$ cat src/rtl/clk_rst_seq_if.sv
// ---------------------------------------------------------------------------
// clk_rst_seq_if
// Bundle of the startup sequencer's lock input and reset/tick outputs.
//   locked     : MMCM lock (asynchronous to the sequencer clock)
//   rst_dom_n  : per-domain active-low resets, NUM_DOM wide
//   ready      : all domains released
//   ce_out     : one-cycle slow-logic enable strobe
//   lock_lost  : sticky flag, lock dropped after release began
// Modports:
//   master : the sequencer (reads locked, drives everything else)
//   slave  : the consumer side (drives locked, reads the outputs)
// ---------------------------------------------------------------------------
interface clk_rst_seq_if #(
  parameter int NUM_DOM = 3
);
  logic               locked;
  logic [NUM_DOM-1:0] rst_dom_n;
  logic               ready;
  logic               ce_out;
  logic               lock_lost;

  modport master (
    input  locked,
    output rst_dom_n,
    output ready,
    output ce_out,
    output lock_lost
  );

  modport slave (
    output locked,
    input  rst_dom_n,
    input  ready,
    input  ce_out,
    input  lock_lost
  );
endinterface

$ cat src/rtl/clk_rst_seq.sv
// ---------------------------------------------------------------------------
// clk_rst_seq
// Startup sequencer for the board clock. Waits for LOCK_WAIT consecutive
// synchronized lock cycles, then releases NUM_DOM active-low domain resets
// one every STAGGER cycles (domain 0 first), raises ready with the last one,
// and afterwards emits a one-cycle ce_out strobe every DIV cycles.
//
// Ports:
//   clk    : 200 MHz clock from the clock buffer
//   rst_n  : asynchronous active-low reset
//   bus    : clk_rst_seq_if.master (locked in; rst_dom_n, ready, ce_out,
//            lock_lost out). All outputs are registered.
//
// Build option:
//   CLK_RST_SEQ_RELOCK_EN : when defined, a lock loss after release has begun
//   re-asserts every domain reset, clears ready/ce_out and restarts the whole
//   sequence. When undefined, a lock loss after release only sets lock_lost.
// ---------------------------------------------------------------------------
module clk_rst_seq #(
  parameter int LOCK_WAIT = 1024,
  parameter int NUM_DOM   = 3,
  parameter int STAGGER   = 16,
  parameter int DIV       = 200
) (
  input  logic          clk,
  input  logic          rst_n,
  clk_rst_seq_if.master bus
);

`ifdef CLK_RST_SEQ_RELOCK_EN
  localparam bit RELOCK_EN = 1'b1;
`else
  localparam bit RELOCK_EN = 1'b0;
`endif

  localparam int LW_W  = (LOCK_WAIT > 1) ? $clog2(LOCK_WAIT) : 1;
  localparam int ST_W  = (STAGGER > 1)   ? $clog2(STAGGER)   : 1;
  localparam int DOM_W = (NUM_DOM > 1)   ? $clog2(NUM_DOM)   : 1;
  localparam int DIV_W = (DIV > 1)       ? $clog2(DIV)       : 1;

  localparam logic [LW_W-1:0]  LW_LAST  = LW_W'(LOCK_WAIT - 1);
  localparam logic [ST_W-1:0]  ST_LAST  = ST_W'(STAGGER - 1);
  localparam logic [DOM_W-1:0] DOM_LAST = DOM_W'(NUM_DOM - 1);
  localparam logic [DIV_W-1:0] DIV_LAST = DIV_W'(DIV - 1);

  typedef enum logic [1:0] {
    WAIT_LOCK = 2'd0,
    STABLE    = 2'd1,
    RELEASE   = 2'd2,
    RUN       = 2'd3
  } state_t;

  logic [1:0]         lock_sync_r;
  logic               locked_s;
  state_t             state_r;
  logic [LW_W-1:0]    stable_cnt_r;
  logic [ST_W-1:0]    stagger_cnt_r;
  logic [DOM_W-1:0]   dom_idx_r;
  logic [DIV_W-1:0]   div_cnt_r;
  logic [NUM_DOM-1:0] rst_dom_r;
  logic               ready_r;
  logic               ce_r;
  logic               lock_lost_r;

  logic               first_rel_s;
  logic               lock_drop_s;
  logic [DIV_W-1:0]   div_next_s;

  // Two-flop synchronizer for the asynchronous MMCM lock.
  always_ff @(posedge clk or negedge rst_n) begin
    if (!rst_n) begin
      lock_sync_r <= 2'b00;
    end else begin
      lock_sync_r <= {lock_sync_r[0], bus.locked};
    end
  end

  assign locked_s = lock_sync_r[1];

  // Release-start, lock-drop and divider-wrap decodes from registered state.
  always_comb begin
    first_rel_s = 1'b0;
    lock_drop_s = 1'b0;
    div_next_s  = DIV_W'(0);
    // The WAIT_LOCK edge that first sees lock counts as locked cycle 1, so
    // the LOCK_WAIT-th consecutive locked cycle is the release edge.
    if (locked_s && (state_r == WAIT_LOCK) && (LOCK_WAIT == 1)) begin
      first_rel_s = 1'b1;
    end else if (locked_s && (state_r == STABLE) && (stable_cnt_r == LW_LAST)) begin
      first_rel_s = 1'b1;
    end else begin
      first_rel_s = 1'b0;
    end
    if (!locked_s && ((state_r == RELEASE) || (state_r == RUN))) begin
      lock_drop_s = 1'b1;
    end else begin
      lock_drop_s = 1'b0;
    end
    if (div_cnt_r == DIV_LAST) begin
      div_next_s = DIV_W'(0);
    end else begin
      div_next_s = div_cnt_r + DIV_W'(1);
    end
  end

  // Sequencer FSM with all outputs and counters registered.
  always_ff @(posedge clk or negedge rst_n) begin
    if (!rst_n) begin
      state_r       <= WAIT_LOCK;
      stable_cnt_r  <= LW_W'(0);
      stagger_cnt_r <= ST_W'(0);
      dom_idx_r     <= DOM_W'(0);
      div_cnt_r     <= DIV_W'(0);
      rst_dom_r     <= NUM_DOM'(0);
      ready_r       <= 1'b0;
      ce_r          <= 1'b0;
      lock_lost_r   <= 1'b0;
    end else begin
      // Sticky: only rst_n clears it.
      if (lock_drop_s) begin
        lock_lost_r <= 1'b1;
      end else begin
        lock_lost_r <= lock_lost_r;
      end

      if (RELOCK_EN && lock_drop_s) begin
        state_r       <= WAIT_LOCK;
        stable_cnt_r  <= LW_W'(0);
        stagger_cnt_r <= ST_W'(0);
        dom_idx_r     <= DOM_W'(0);
        div_cnt_r     <= DIV_W'(0);
        rst_dom_r     <= NUM_DOM'(0);
        ready_r       <= 1'b0;
        ce_r          <= 1'b0;
      end else if (first_rel_s) begin
        // Domain 0 comes out of reset on the same edge as the lock decision.
        rst_dom_r     <= NUM_DOM'(1);
        stable_cnt_r  <= LW_W'(0);
        stagger_cnt_r <= ST_W'(0);
        dom_idx_r     <= DOM_W'(1);
        div_cnt_r     <= DIV_W'(0);
        ce_r          <= 1'b0;
        if (NUM_DOM == 1) begin
          ready_r <= 1'b1;
          state_r <= RUN;
        end else begin
          ready_r <= 1'b0;
          state_r <= RELEASE;
        end
      end else begin
        case (state_r)
          WAIT_LOCK: begin
            if (locked_s) begin
              state_r      <= STABLE;
              stable_cnt_r <= LW_W'(1);
            end else begin
              stable_cnt_r <= LW_W'(0);
            end
          end
          STABLE: begin
            if (locked_s) begin
              stable_cnt_r <= stable_cnt_r + LW_W'(1);
            end else begin
              state_r      <= WAIT_LOCK;
              stable_cnt_r <= LW_W'(0);
            end
          end
          RELEASE: begin
            if (stagger_cnt_r == ST_LAST) begin
              stagger_cnt_r <= ST_W'(0);
              rst_dom_r     <= rst_dom_r | (NUM_DOM'(1) << dom_idx_r);
              if (dom_idx_r == DOM_LAST) begin
                ready_r   <= 1'b1;
                state_r   <= RUN;
                div_cnt_r <= DIV_W'(0);
                ce_r      <= 1'b0;
              end else begin
                dom_idx_r <= dom_idx_r + DOM_W'(1);
              end
            end else begin
              stagger_cnt_r <= stagger_cnt_r + ST_W'(1);
            end
          end
          RUN: begin
            // ce_r is registered from the next divider value, so it is high
            // exactly while the divider counter sits at DIV-1.
            div_cnt_r <= div_next_s;
            ce_r      <= (div_next_s == DIV_LAST);
          end
          default: begin
            state_r       <= WAIT_LOCK;
            stable_cnt_r  <= LW_W'(0);
            stagger_cnt_r <= ST_W'(0);
            dom_idx_r     <= DOM_W'(0);
            div_cnt_r     <= DIV_W'(0);
            rst_dom_r     <= NUM_DOM'(0);
            ready_r       <= 1'b0;
            ce_r          <= 1'b0;
          end
        endcase
      end
    end
  end

  assign bus.rst_dom_n = rst_dom_r;
  assign bus.ready     = ready_r;
  assign bus.ce_out    = ce_r;
  assign bus.lock_lost = lock_lost_r;

endmodule
$ cat src/flat_wrapper.sv
// flat-port wrapper written by rule: the top's interface ports become plain ports
module clk_rst_seq_flat 
#(
  parameter int LOCK_WAIT = 1024,
  parameter int NUM_DOM   = 3,
  parameter int STAGGER   = 16,
  parameter int DIV       = 200
)
  (clk, rst_n, bus_locked, bus_rst_dom_n, bus_ready, bus_ce_out, bus_lock_lost);
  clk_rst_seq_if #(.NUM_DOM(NUM_DOM)) bus_i ();
  input  logic clk;
  input  logic rst_n;
  input wire logic [$bits(bus_i.locked)-1:0] bus_locked;
  output wire logic [$bits(bus_i.rst_dom_n)-1:0] bus_rst_dom_n;
  output wire logic [$bits(bus_i.ready)-1:0] bus_ready;
  output wire logic [$bits(bus_i.ce_out)-1:0] bus_ce_out;
  output wire logic [$bits(bus_i.lock_lost)-1:0] bus_lock_lost;
  assign bus_i.locked = bus_locked;
  assign bus_rst_dom_n = bus_i.rst_dom_n;
  assign bus_ready = bus_i.ready;
  assign bus_ce_out = bus_i.ce_out;
  assign bus_lock_lost = bus_i.lock_lost;
  clk_rst_seq #(.LOCK_WAIT(LOCK_WAIT), .NUM_DOM(NUM_DOM), .STAGGER(STAGGER), .DIV(DIV)) u_core (.clk(clk), .rst_n(rst_n), .bus(bus_i));
endmodule
$ cat config.mk
export PLATFORM = sky130hd
export DESIGN_NAME = clk_rst_seq_flat
export DESIGN_NICKNAME = d
export VERILOG_FILES = /design/src/rtl/clk_rst_seq_if.sv /design/src/rtl/clk_rst_seq.sv /design/src/flat_wrapper.sv
export SDC_FILE = /design/constraint.sdc
export NUM_CORES = 1
export LEC_CHECK = 0
export BUFFER_PORTS_ARGS = -buffer_cell sky130_fd_sc_hd__buf_4
export CORE_MARGIN = 4
export CORE_UTILIZATION = 64
export CTS_CLUSTER_SIZE = 40
export DETAILED_ROUTE_END_ITERATION = 10
export PLACE_DENSITY_LB_ADDON = 0.1
export SLEW_MARGIN = 15
export SYNTH_ARGS = -nofsm -noshare
export SYNTH_HDL_FRONTEND = slang
export SYNTH_SLANG_ARGS = --single-unit
export TNS_END_PERCENT = 5
$ cat constraint.sdc
create_clock -name clk -period 3.4 [get_ports clk]
set_clock_uncertainty 0.2 [all_clocks]
set_input_delay 0.17 -clock clk [delete_from_list [all_inputs] [get_ports clk]]
set_output_delay 0.17 -clock clk [all_outputs]
set_load 0.05 [all_outputs]
* After elaboration in Yosys (flattened, before gate mapping) *
Cells that the tools add are included.

word-level totals
  input port bits = 3
  bits in latches = 0
  word-level logic and storage cells = 81
  register bits after elaboration = 34
  RAM bits = 0
  bits in read-only memories = 0
  memories kept = 0

cells by class
  order comparisons = 0
  bitwise gates (word level) = 1
  eq/ne operators = 13
  reduce and logical (&&, ||, !) cells = 17
  add/subtract/negate cells = 4
  mux-type cells = 35
  shifts and indexed selects = 1
  div/mod/pow operators = 0
  $mul = 0

operators by type and width
  cell                                                                     number
  8-bit two-way mux                                                        4
  10-bit two-way mux                                                       2
  10-bit one-hot mux with 2 select lines                                   1
  2-bit two-way mux                                                        9
  8-bit equality test, second input constant                               2
  8-bit one-hot mux with 2 select lines                                    1
  4-bit two-way mux                                                        3
  10-bit by 1-bit adder with 10-bit output, second input constant          1
  10-bit equality test, second input constant                              1
  1-bit two-way mux                                                        10
  3-bit two-way mux                                                        3
  3-bit AND reduction                                                      3
  8-bit by 1-bit adder with 8-bit output, second input constant            1
  2-bit equality test, second input constant                               3
  3-bit by 2-bit inequality test with 1-bit output, second input constant  2
  2-bit one-hot mux with 3 select lines                                    1
  2-bit nonzero test                                                       3
  3-bit nonzero test                                                       2
  5-bit AND reduction                                                      1
  4-bit by 1-bit adder with 4-bit output, second input constant            1
  4-bit equality test, second input constant                               1
  4-bit nonzero test                                                       1
  1-bit logical AND                                                        3
  3-bit by 1-bit inequality test with 1-bit output, second input constant  1
  11 further kinds                                                         11

* Longest topological paths before layout *
  depth in word-level cells = 6
  gate-level depth with buffers = 5

* Least setup slack after synthesis *
No wires, ideal clock.

  path type = reg2reg
  from = register u_core.div_cnt_r[1]
  to = register u_core.ce_r (netlist: u_core.bus.ce_out)
  period minus slack after synthesis = 1.953 ns
  path slack = 1.447 ns
  data arrival time = 1.632 ns
  stages on the path, launching flop included = 6
  cells stage by stage = dfrtp_1 > ha_1 > or4b_4 > o21ai_2 > a21oi_2 > a32o_2

between the ends
  longest elaborated chain between the ends = 5
  elaborated cells on any way between the ends = 6
  classes of those cells = 1 x add/sub; 2 x eq/ne; 3 x mux

ends and longest elaborated chain
  item                                                                                  line                                   source
  start, declared                                                                       clk_rst_seq.sv:59                      logic [DIV_W-1:0] div_cnt_r;
  start signal, assigned                                                                clk_rst_seq.sv:187                     div_cnt_r <= div_next_s;
  8-bit by 1-bit adder with 8-bit output / 8-bit equality test (equally long branches)  clk_rst_seq.sv:102, clk_rst_seq.sv:99
  8-bit two-way mux (*)                                                                 clk_rst_seq.sv:99                      if (div_cnt_r == DIV_LAST) begin
  8-bit equality test (*)                                                               clk_rst_seq.sv:188                     ce_r <= (div_next_s == DIV_LAST);
  1-bit one-hot mux with 2 select lines (*)                                             clk_rst_seq.sv:151                     case (state_r)
  1-bit two-way mux (*)                                                                 clk_rst_seq.sv:135                     end else if (first_rel_s) begin
  end signal, assigned                                                                  clk_rst_seq.sv:188
  end, declared                                                                         clk_rst_seq.sv:62                      logic ce_r;

Mark *: on every way between the ends. The rest lies on a longest branch, timed or not.
A chain may end at the register's enable or synchronous reset.

* Worst setup path after layout *
  from = register u_core.state_r[1]
  to = register u_core.div_cnt_r[7]

between the ends
  longest elaborated chain between the ends = 6
  elaborated cells on any way between the ends = 12
  classes of those cells = 5 x eq/ne; 3 x mux; 4 x reduce/logical

ends and longest elaborated chain
  item                                                                                                            line                source
  start, declared                                                                                                 clk_rst_seq.sv:55   state_t state_r;
  start signal, assigned                                                                                          clk_rst_seq.sv:109  state_r <= WAIT_LOCK;
  start signal, assigned                                                                                          clk_rst_seq.sv:127  state_r <= WAIT_LOCK;
  start signal, assigned                                                                                          clk_rst_seq.sv:145  state_r <= RUN;
  2-bit by 1-bit equality test with 1-bit output                                                                  clk_rst_seq.sv:89   end else if (locked_s && (state_r == STABLE) && (stable_cnt_r == LW_LAST)) begin
  1-bit logical AND (2 in a row)                                                                                  clk_rst_seq.sv:89
  1-bit two-way mux                                                                                               clk_rst_seq.sv:89
  3-bit by 2-bit inequality test with 1-bit output (no source line) / 3-bit nonzero test (equally long branches)  --
  3-bit AND reduction (no source line)                                                                            --

Parallel ways exist; a longest one is shown, timed or not.

==> results.yml <==
synthesis:
  ys_seq_elements: 34
  yosys.area_share.simple_pct: 23.5
  ys_top_cells_by_area: "dfrtp_1 (47%), ha_1 (5.5%), nor2_1 (4.7%), nand2_1 (3.1%), xnor2_1 (2.9%)"
  syn_area_per_cell_um2: 9.98
  synth_common_cells: "dfrtp_1 (34), nor2_1 (23), nand2_1 (15)"
  async_flop_share_pct: 100
  synth_top_family_by_area: "simple AND/OR/NAND/NOR gates"
  synth_mux_area_share_pct: 2.19
  synth_warnings: 0
  syn_nets: 194
  syn_area_um2: 1830
  synth_compound_area_share_pct: 14.7
  synth.most_common_cell: "dfrtp_1"
  synth_top_cell_by_area: "dfrtp_1"
  seq_area_frac_synth_pct: 46.6
  synth_top_area_share_pct: 46.6
  synth_ff_type: "dfrtp_1"
  synth_edf_count: 0
  synth_xor_area_share_pct: 4.32
  syn-instance-count: 183
  yosysUniqueCellTypes: 50
  synth-adder-area-share_pct: 5.48
place:
  hpwl_um: 2320
  dp_slack_ps: 981
  placed_area_um2: 1890
  gp_congestion: 0.869
  port_buffers: 8
  dp.cells: 216
worst_setup_path:
  r2r-end: "u_core.div_cnt_r[7]$_DFFE_PN0P_"
  path_max_fanout: 21
  cp_slowest_stage_delay_ps: 760
  path_cells: "nand3b_4 -> nor4_4 -> o21ai_2 -> a22o_1"
  start_kind: "register"
  r2r_slack_ps: 960
  path_delay_family: "simple AND/OR/NAND/NOR gates"
  worst-setup-path-type: "register to register"
  r2r_start: "u_core.state_r[1]$_DFFE_PN0P_"
  cp.required_ps: 3430
  path_buf_inv: 0
  worstPathArrival_ps: 2470
  cp_slowest_cell: "nor4_4"
  cp-end-kind: "register"
  reg2reg_depth: 4
layout:
  antenna_cells: 0
  stdcell_count: 225
  drive_gt1_share_pct: 13.9
  syn2layout_area_growth_pct: 7.33
  fin_area_um2: 1960
  nets: 205
sta:
  setup_slack_ps: 961
  hold_violations: 0
  finalSetupViolCount: 0
  fmax_mhz: 410
  slew_headroom_pct: 41.1
  period_minus_slack_ps: 2440
  fin_crit_sh_pct: 71.7
  rsz0062_at_grt: "false"
  setup_tns_ps: 0
  drv_slew: 0
  tightest_slew_ps: 877
floorplanning:
  io_pins: 9
  chipWidth_um: 61.4
  rows: 19
  initial_utilization_pct: 66.8
  dieArea_um2: 3770
  coreArea_um2: 2730
  die_h_um: 61.4
power:
  power.total_mw: 0.634
  p_leak_nw: 0.928
  vdd_ir_drop_max_v: 0.000273
  power_density_nw_per_um2: 324
clocking:
  cts_tree: "done"
  cts_buffers: 5
  htree_levels: 2
  cts-resized-gates: 0
  clockRootBuffer: "clkbuf_4"
  clkLatencyLatePin_ps: 330
  clk_path_buf_depth: 2
  clock-sinks: 34
  path_clk_slew_ps: 100
global_route:
  grt_overflow: 0
  antenna_found_initial: 0
  grt_pass1_wl_um: 5730
  grt_max_degree: 35
  grt_pass1_vias: 1261
  track_usage_pct: 21.0
detailed_routing:
  route.antenna.remaining_nets: 0
  wl_per_cell_um: 14.4
  first_iter_violations: 84
  dr_total_vias: 1339
  drt_wl_total_um: 3240
  dr.pass1.iters: 4
  route.detailed.vias_per_inst: 5.95
  route.detailed.drc: 0
run:
  drv_cap: 0
status:
  status: "finished clean"
worst_hold_path:
  min_path_type: "input port to async pin"
==> where the power goes <==
part / switching (mW) / internal, mW / leakage, nW
clock network: 0.127 / 0.0742 / 0.0308
registers: 0.00462 / 0.408 / 0.466
logic: 0.0134 / 0.00740 / 0.431
==> placed cells by master (no fill, tap or decap), types with 4 or more instances in the layout <==
cell,netlist,layout
dfrtp_1,34,34
nor3_1,5,5
a31oi_1,4,4
xnor2_1,6,6
nor2_1,23,23
nand3_1,5,5
o21ai_0,7,7
buf_4,0,8
nand2_1,15,15
clkbuf_4,0,5
ha_1,8,8
inv_1,7,7
a21oi_1,9,9
mux2i_1,4,4
==> registers in the layout, indices dropped and copies added, names as in the netlist <==
name and flops:
u_core.bus.ce_out 1, u_core.bus.lock_lost 1, u_core.bus.ready 1, u_core.bus.rst_dom_n 3, u_core.div_cnt_r 8, u_core.dom_idx_r 2, u_core.lock_sync_r 2, u_core.stable_cnt_r 10
u_core.stagger_cnt_r 4, u_core.state_r 2
==> logic make-up (layout without fill, tap and decap cells) <==
kind of cell / Yosys count / after routing
AND/OR/NAND/NOR: 76 / 76
flip-flops: 34 / 34
buffers and inverters: 13 / 24
XOR/XNOR: 9 / 9
multiplexers: 4 / 4
adder cells (fa/ha/maj): 8 / 8
AO/OA/AOI/OAI: 39 / 39
==> layer usage <==
| metal | track usage, % | vias to the layer above | wire length (µm) | part of all wire (%) |
|---|---|---|---|---|
| li1 | - | 676 | - | - |
| met1 | 26.4 | 637 | 1490 | 46 |
| met2 | 33.4 | 22 | 1610 | 50 |
| met3 | 7.13 | 4 | 116 | 3.6 |
| met4 | 8.48 | 0 | 29 | 0.90 |
| met5 | 0 | - | 0 | 0 |
==> per-stage QoR <==
step	util, %	hold WS, ps
final	71.7	105
after global routing	71.7	125
after CTS	71.7	102
after detailed placement	69.2	-65.9
after global placement	69.2	-72.3
after floorplan	-	-326
==> final cells by class <==
class	instances	area, µm²
Tap cell	31	38.8
Clock inverter	2	10.0
Clock buffer	5	37.5
Timing Repair Buffer	10	80.1
Sequential cell	34	851
Fill cell	214	774
Inverter	7	26.3
Multi-Input combinational cell	136	916
==> worst max-delay path by stage <==
| stage | startpoint | endpoint | cells past startpoint |
|---|---|---|---|
| 3_3_place_gp | u_core.state_r[1]$_DFFE_PN0P_ | u_core.div_cnt_r[7]$_DFFE_PN0P_ | 4 |
| 4_1_cts | u_core.state_r[1]$_DFFE_PN0P_ | u_core.div_cnt_r[7]$_DFFE_PN0P_ | 4 |
| 6_report | u_core.state_r[1]$_DFFE_PN0P_ | u_core.div_cnt_r[7]$_DFFE_PN0P_ | 4 |
| 5_1_grt | u_core.state_r[1]$_DFFE_PN0P_ | u_core.div_cnt_r[7]$_DFFE_PN0P_ | 4 |
| 3_5_place_dp | u_core.state_r[1]$_DFFE_PN0P_ | u_core.div_cnt_r[7]$_DFFE_PN0P_ | 4 |
| 2_1_floorplan | u_core.div_cnt_r[1]$_DFFE_PN0P_ | u_core.bus.ce_out$_DFFE_PN0P_ | 5 |
==> timing repair <==
item	CTS	global route
setup endpoints to repair	0	0
endpoints found under the hold margin	35	0
setup buffers	0	0
hold buffers	2	0
Power figures use the tool's default switching activity.
